## src/rtl/interlacer.sv

```systemverilog
// Progressive-to-interlaced converter for Avalon-ST video.
// Each input video packet becomes a fresh control packet plus one half-height field;
// the field parity (even lines / odd lines) alternates from frame to frame.
module interlacer #(
    parameter int unsigned BITS_PER_SYMBOL = 8,
    parameter int unsigned DATA_WIDTH      = 8,
    parameter int unsigned WIDTH           = 640,
    parameter int unsigned HEIGHT          = 480
) (
    input  logic                  clock,
    input  logic                  reset,
    input  logic [DATA_WIDTH-1:0] din_data,
    input  logic                  din_valid,
    output logic                  din_ready,
    input  logic                  din_startofpacket,
    input  logic                  din_endofpacket,
    output logic [DATA_WIDTH-1:0] dout_data,
    output logic                  dout_valid,
    input  logic                  dout_ready,
    output logic                  dout_startofpacket,
    output logic                  dout_endofpacket
);

    localparam int unsigned ColW = (WIDTH > 1) ? $clog2(WIDTH) : 1;
    localparam int unsigned RowW = $clog2(HEIGHT);

    localparam logic [ColW-1:0] ColLast     = ColW'(WIDTH - 1);
    localparam logic [RowW-1:0] RowLast     = RowW'(HEIGHT - 1);
    localparam logic [RowW-1:0] RowLastEven = RowW'(HEIGHT - 2);
    localparam logic [15:0]     Width16     = 16'(WIDTH);
    localparam logic [15:0]     Half16      = 16'(HEIGHT / 2);

    if (DATA_WIDTH < 8 || BITS_PER_SYMBOL == 0 || HEIGHT < 2 || (HEIGHT % 2) != 0)
    begin : g_param_check
        $error("interlacer: unsupported parameter set");
    end

    typedef enum logic [2:0] {
        StIdle,
        StDiscard,
        StSendCtrl,
        StSendHdr,
        StLines,
        StFlush
    } state_e;

    state_e          state_q, state_d;
    logic [ColW-1:0] col_q, col_d;
    logic [RowW-1:0] row_q, row_d;
    logic            field_odd_q, field_odd_d;
    logic            eop_sent_q, eop_sent_d;
    logic [3:0]      ctrl_cnt_q, ctrl_cnt_d;

    logic                  load;
    logic                  rdy;
    logic                  emit;
    logic [DATA_WIDTH-1:0] emit_data;
    logic                  emit_sop;
    logic                  emit_eop;
    logic [3:0]            ctrl_nib;
    logic                  keep;
    logic                  last_col;
    logic                  frame_last;
    logic                  last_kept;

    // Output stage may take a new beat when empty or being drained this cycle.
    assign load       = !dout_valid || dout_ready;
    assign keep       = (row_q[0] == field_odd_q);
    assign last_col   = (col_q == ColLast);
    assign frame_last = last_col && (row_q == RowLast);
    assign last_kept  = last_col && (row_q == (field_odd_q ? RowLast : RowLastEven));

    // Held low during reset so nothing is accepted before the state machine is live.
    assign din_ready = rdy && !reset;

    // Control packet content, one nibble per beat.
    always_comb begin
        ctrl_nib = 4'h0;
        case (ctrl_cnt_q)
            4'd0:    ctrl_nib = 4'hF;
            4'd1:    ctrl_nib = Width16[15:12];
            4'd2:    ctrl_nib = Width16[11:8];
            4'd3:    ctrl_nib = Width16[7:4];
            4'd4:    ctrl_nib = Width16[3:0];
            4'd5:    ctrl_nib = Half16[15:12];
            4'd6:    ctrl_nib = Half16[11:8];
            4'd7:    ctrl_nib = Half16[7:4];
            4'd8:    ctrl_nib = Half16[3:0];
            4'd9:    ctrl_nib = field_odd_q ? 4'hC : 4'h8;
            default: ctrl_nib = 4'h0;
        endcase
    end

    // Next-state logic, sink ready and the beat offered to the output stage.
    always_comb begin
        state_d     = state_q;
        col_d       = col_q;
        row_d       = row_q;
        field_odd_d = field_odd_q;
        eop_sent_d  = eop_sent_q;
        ctrl_cnt_d  = ctrl_cnt_q;
        rdy         = 1'b0;
        emit        = 1'b0;
        emit_data   = '0;
        emit_sop    = 1'b0;
        emit_eop    = 1'b0;

        case (state_q)
            StIdle: begin
                rdy = 1'b1;
                if (din_valid && din_startofpacket) begin
                    if (din_data[3:0] == 4'h0) begin
                        state_d    = StSendCtrl;
                        ctrl_cnt_d = 4'd0;
                    end else if (!din_endofpacket) begin
                        state_d = StDiscard;
                    end
                end
            end

            StDiscard: begin
                rdy = 1'b1;
                if (din_valid && din_endofpacket) begin
                    state_d = StIdle;
                end
            end

            StSendCtrl: begin
                if (load) begin
                    emit       = 1'b1;
                    emit_data  = DATA_WIDTH'(ctrl_nib);
                    emit_sop   = (ctrl_cnt_q == 4'd0);
                    emit_eop   = (ctrl_cnt_q == 4'd9);
                    ctrl_cnt_d = ctrl_cnt_q + 4'd1;
                    if (ctrl_cnt_q == 4'd9) begin
                        state_d = StSendHdr;
                    end
                end
            end

            StSendHdr: begin
                if (load) begin
                    emit       = 1'b1;
                    emit_sop   = 1'b1;
                    state_d    = StLines;
                    col_d      = '0;
                    row_d      = '0;
                    eop_sent_d = 1'b0;
                end
            end

            StLines: begin
                // Dropped lines never wait on the output stage.
                rdy = keep ? load : 1'b1;
                if (din_valid && rdy) begin
                    if (keep) begin
                        emit      = 1'b1;
                        emit_data = din_data;
                        emit_eop  = last_kept || (din_endofpacket && !eop_sent_q);
                        if (emit_eop) begin
                            eop_sent_d = 1'b1;
                        end
                    end
                    if (last_col) begin
                        col_d = '0;
                        row_d = row_q + 1'b1;
                    end else begin
                        col_d = col_q + 1'b1;
                    end
                    if (din_endofpacket) begin
                        field_odd_d = !field_odd_q;
                        // Short packet ending on a dropped line still needs a closing eop.
                        state_d     = (!keep && !eop_sent_q) ? StFlush : StIdle;
                    end else if (frame_last) begin
                        field_odd_d = !field_odd_q;
                        state_d     = StDiscard;
                    end
                end
            end

            StFlush: begin
                if (load) begin
                    emit     = 1'b1;
                    emit_eop = 1'b1;
                    state_d  = StIdle;
                end
            end

            default: state_d = StIdle;
        endcase
    end

    // State and counter registers.
    always_ff @(posedge clock or posedge reset) begin
        if (reset) begin
            state_q     <= StIdle;
            col_q       <= '0;
            row_q       <= '0;
            field_odd_q <= 1'b0;
            eop_sent_q  <= 1'b0;
            ctrl_cnt_q  <= 4'd0;
        end else begin
            state_q     <= state_d;
            col_q       <= col_d;
            row_q       <= row_d;
            field_odd_q <= field_odd_d;
            eop_sent_q  <= eop_sent_d;
            ctrl_cnt_q  <= ctrl_cnt_d;
        end
    end

    // Output stage: reloads whenever free, otherwise holds every field stable.
    always_ff @(posedge clock or posedge reset) begin
        if (reset) begin
            dout_valid         <= 1'b0;
            dout_data          <= '0;
            dout_startofpacket <= 1'b0;
            dout_endofpacket   <= 1'b0;
        end else if (load) begin
            dout_valid         <= emit;
            dout_data          <= emit_data;
            dout_startofpacket <= emit_sop;
            dout_endofpacket   <= emit_eop;
        end
    end

endmodule

```

## config.mk

```make
export PLATFORM = sky130hd
export DESIGN_NAME = interlacer
export DESIGN_NICKNAME = d
export VERILOG_FILES = /design/src/rtl/interlacer.sv
export SDC_FILE = /design/constraint.sdc
export NUM_CORES = 1
export LEC_CHECK = 0
export BUFFER_PORTS_ARGS = -buffer_cell sky130_fd_sc_hd__buf_2
export CORE_MARGIN = 4
export CORE_UTILIZATION = 61
export CTS_BUF_LIST = sky130_fd_sc_hd__clkbuf_4 sky130_fd_sc_hd__clkbuf_8
export CTS_CLUSTER_DIAMETER = 80
export DETAILED_ROUTE_END_ITERATION = 7
export GPL_TIMING_DRIVEN = 0
export PLACE_DENSITY = 0.81
export SYNTH_ARGS = -nofsm -noshare
export SYNTH_HDL_FRONTEND = slang
export SYNTH_SLANG_ARGS = --single-unit
```

## constraint.sdc

```tcl
create_clock -name clock -period 2.62 [get_ports clock]
set_clock_uncertainty 0.15 [all_clocks]
set_input_delay 0.131 -clock clock [delete_from_list [all_inputs] [get_ports clock]]
set_output_delay 0.131 -clock clock [all_outputs]
set_load 0.005 [all_outputs]
```

==> run_results.csv <==
group,metric,value,unit
run_status,outcome,"completed",
drt,drc_errors,0,
critical_path,critPathCaptureType,"flip-flop",
timing,slew_viol_final,0,
placement,globalplace.congestion,0.853,
power_and_ir_drop,peakVddDrop,484,µV
cts,cts_resized,0,
critical_path,r2r_slack,0.37,ns
critical_path,regToRegEndpoint,"state_q[2]",
placement,hpwl,3.82,mm
final_layout,layout-drive-gt1-share,23.5,%
min_path,min-delay-path-class,"in2reg",
final_layout,layout-area-overhead-vs-synth,16.4,%
cts,tritoncts_clock_tree,"done",
timing,grt_setup_unrepaired,"false",
cts,clock_insertion_delay_worst_skew,0.29,ns
critical_path,worst_ep_arrival_time,2.27,ns
min_path,min_delay_path_depth,4,
final_layout,top_library_cells_by_usage_in_the_layout_fill_and_taps_aside,"39 x sky130_fd_sc_hd__dfrtp_1, 30 x sky130_fd_sc_hd__buf_2, 24 x sky130_fd_sc_hd__nor2_1",
synth,cell_area_after_technology_mapping,2400,µm²
grt,grt_max_degree,40,
drt,drt_iter0_drc,224,
cts,clock_tree.htree_level_count,2,
final_layout,final_net_count,308,
power_and_ir_drop,power.density,767,nW/µm²
power_and_ir_drop,p_leak,1.29,nW
floorplan,core,3740,µm²
drt,routed_wire_length_per_instance,15.9,µm
grt,first_pass_grt_wire_length,9.62,mm
grt,total_overflow_reported_by_the_global_router,0,
synth,synth_seq_cells,39,
synth,syn_area_cell,9.72,µm²
critical_path,worstPathRequired,2.64,ns
drt,detailroute.via_count,2026,
critical_path,worst_r2r_startpoint,"col_q[0]",
synth,synth_largest_area_cell,"sky130_fd_sc_hd__dfrtp_1",
floorplan,chipWidth,70.7,µm
timing,period_needed,2.25,ns
final_layout,stdcell_count,337,
timing,setup_violation_total_in_the_final_timing_report,0,
floorplan,boundaryPins,26,
synth,async_reset_ff_share,100,%
cts,cts_buffers,5,
critical_path,r2r_cells,7,
timing,slew_headroom,46.6,%
cts,cts_post_setup_buffers_inserted,0,
final_layout,number_of_inserted_diodes,0,
timing,worst_pin_slew,0.800,ns
synth,syn_inst,247,
synth,synth_warnings,0,
timing,finalSetupTns,0,ns
final_layout,multi_input_area,1330,µm²
placement,dp_cells,320,
final_layout,regArea,976,µm²
cts,clk_pin_slew_worst_paths,0.07,ns
drt,detail_route.wirelength,5.38,mm
floorplan,initial_standard_cell_utilization_of_the_core,64.1,%
timing,share_of_the_cycle_needed_by_the_critical_path_after_routing,86.0,%
floorplan,die_area,5000,µm²
cts,cts_root_buf,"sky130_fd_sc_hd__clkbuf_8",
flow_run,timing.max_cap.violations,0,
synth,ys_types,63,
grt,antenna_violations_before_repair,0,
final_layout,finish.utilization,74.6,%
cts,cts.path.max_buffers,2,
critical_path,critical_path.max_fanout,7,
final_layout,nFillCells,278,
grt,grt_pass1_vias,2045,
synth,synth_enable_flop_cells,0,
cts,cts_hold_buffers,9,
timing,max_clock_freq,444,MHz
min_path,hold-path-endpoint,"field_odd_q",
floorplan,fp.dieH,70.7,µm
placement,buffer_ports.inserted,25,
final_layout,layout.cells.most_common,"sky130_fd_sc_hd__dfrtp_1",
drt,avgViaCountPerCell,6.01,
timing,setup_ws_post_layout,0.367,ns
synth,post-synth-top-area-fraction,40.6,%
min_path,hold_path.startpoint,"din_valid",
grt,grt.total_usage,23.5,%
synth,synth_top_flop_cell,"sky130_fd_sc_hd__dfrtp_1",
placement,placement.setup.worst_slack,0.484,ns
synth,synthTopCellsByArea,"sky130_fd_sc_hd__dfrtp_1 41%, sky130_fd_sc_hd__o21ai_0 4.2%, sky130_fd_sc_hd__nor2_1 3.8%",
critical_path,crit_type,"reg2reg",
critical_path,startpoint_type,"flip-flop",
synth,syn_nets,267,
cts,cts.sink_count,39,
synth,yosysSeqAreaShare,40.6,%
timing,hold_viol,0,
drt,drt.antenna.violating_nets,0,
floorplan,fp-row-count,22,
power_and_ir_drop,total_power,2.14,mW
drt,first_pass_iteration_count_of_the_detailed_router,4,
## metrics by stage
stage,cell area (µm²),hold slack [ns]
floorplan,2400,0.106
global placement,2590,0.198
detailed placement,2590,0.196
CTS,2790,0.168
global route,2790,0.198
finish,2790,0.177
## cells by family after synthesis
kind of cell,synth area share (%)
buffers and inverters,4.01
AND/OR/NAND/NOR,22.3
multiplexers,3.23
AO/OA/AOI/OAI,22.4
XOR/XNOR,4.33
adder cells (fa/ha/maj),3.13
flip-flops,40.6
## cell type report
type | count | area share [%]
timing repair buffer | 34 | 7.70
inverter | 10 | 1.34
buffer | 11 | 2.10
tap | 48 | 2.15
multi-input combinational | 187 | 47.6
sequential | 39 | 34.9
clock inverter | 2 | 1.25
clock buffer | 6 | 2.96
## sequential cells by signal, summed over array words and instances (netlist names), 3 cells and up
signal	flops
row_q	9
ctrl_cnt_q	4
state_q	3
col_q	10
dout_data	8
## cell usage after synthesis (3+ instances only)
cell,n
sky130_fd_sc_hd__a211oi_1,3
sky130_fd_sc_hd__buf_2,5
sky130_fd_sc_hd__nand3_1,9
sky130_fd_sc_hd__buf_4,3
sky130_fd_sc_hd__xor2_1,4
sky130_fd_sc_hd__nand4_1,6
sky130_fd_sc_hd__nand2b_1,4
sky130_fd_sc_hd__nor2_1,24
sky130_fd_sc_hd__xnor2_1,6
sky130_fd_sc_hd__o21a_1,3
sky130_fd_sc_hd__a21oi_1,6
sky130_fd_sc_hd__nand2_1,22
sky130_fd_sc_hd__ha_1,6
sky130_fd_sc_hd__o21ai_0,20
sky130_fd_sc_hd__a22o_1,7
sky130_fd_sc_hd__clkbuf_1,3
sky130_fd_sc_hd__or2_2,4
sky130_fd_sc_hd__a2111oi_2,4
sky130_fd_sc_hd__inv_1,10
sky130_fd_sc_hd__and3_1,3
sky130_fd_sc_hd__dfrtp_1,39
sky130_fd_sc_hd__mux2_2,4
sky130_fd_sc_hd__a21o_1,3
## power breakdown
group | switching (mW) | total (mW) | leakage [nW] | internal [mW]
Combinational | 0.479 | 0.821 | 0.695 | 0.342
Clock | 0.209 | 0.517 | 0.0612 | 0.308
Sequential | 0.103 | 0.804 | 0.535 | 0.701
## routing by layer
layer / vias to the layer above / wire length, µm / GRT usage [%]
li1: 995 / - / -
met1: 978 / 2480 / 31.6
met2: 44 / 2620 / 39.2
met3: 9 / 200 / 3.55
met4: 0 / 73 / 7.10
met5: - / 0 / 0
## worst max-delay path, stage by stage, from the launching register on
cell and delay (ns):
sky130_fd_sc_hd__dfrtp_1 0.42, sky130_fd_sc_hd__ha_1 0.22, sky130_fd_sc_hd__and3_1 0.17, sky130_fd_sc_hd__buf_4 0.16, sky130_fd_sc_hd__nand4_1 0.14, sky130_fd_sc_hd__o21ai_0 0.31
sky130_fd_sc_hd__o311ai_0 0.24, sky130_fd_sc_hd__mux2_1 0.33
## worst max path at each step
stage / start / slack [ns] / endpoint / cells after the start
after floorplan: ctrl_cnt_q[1] / 0.69 / state_q[0] / 7
after global placement: ctrl_cnt_q[1] / 0.52 / state_q[0] / 7
after detailed placement: col_q[0] / 0.48 / row_q[0] / 6
after CTS: din_data[2] / 0.36 / state_q[0] / 7
after global routing: col_q[0] / 0.23 / state_q[2] / 7
final: col_q[0] / 0.37 / state_q[2] / 7
No activity file was read; power rests on OpenSTA's default activity.
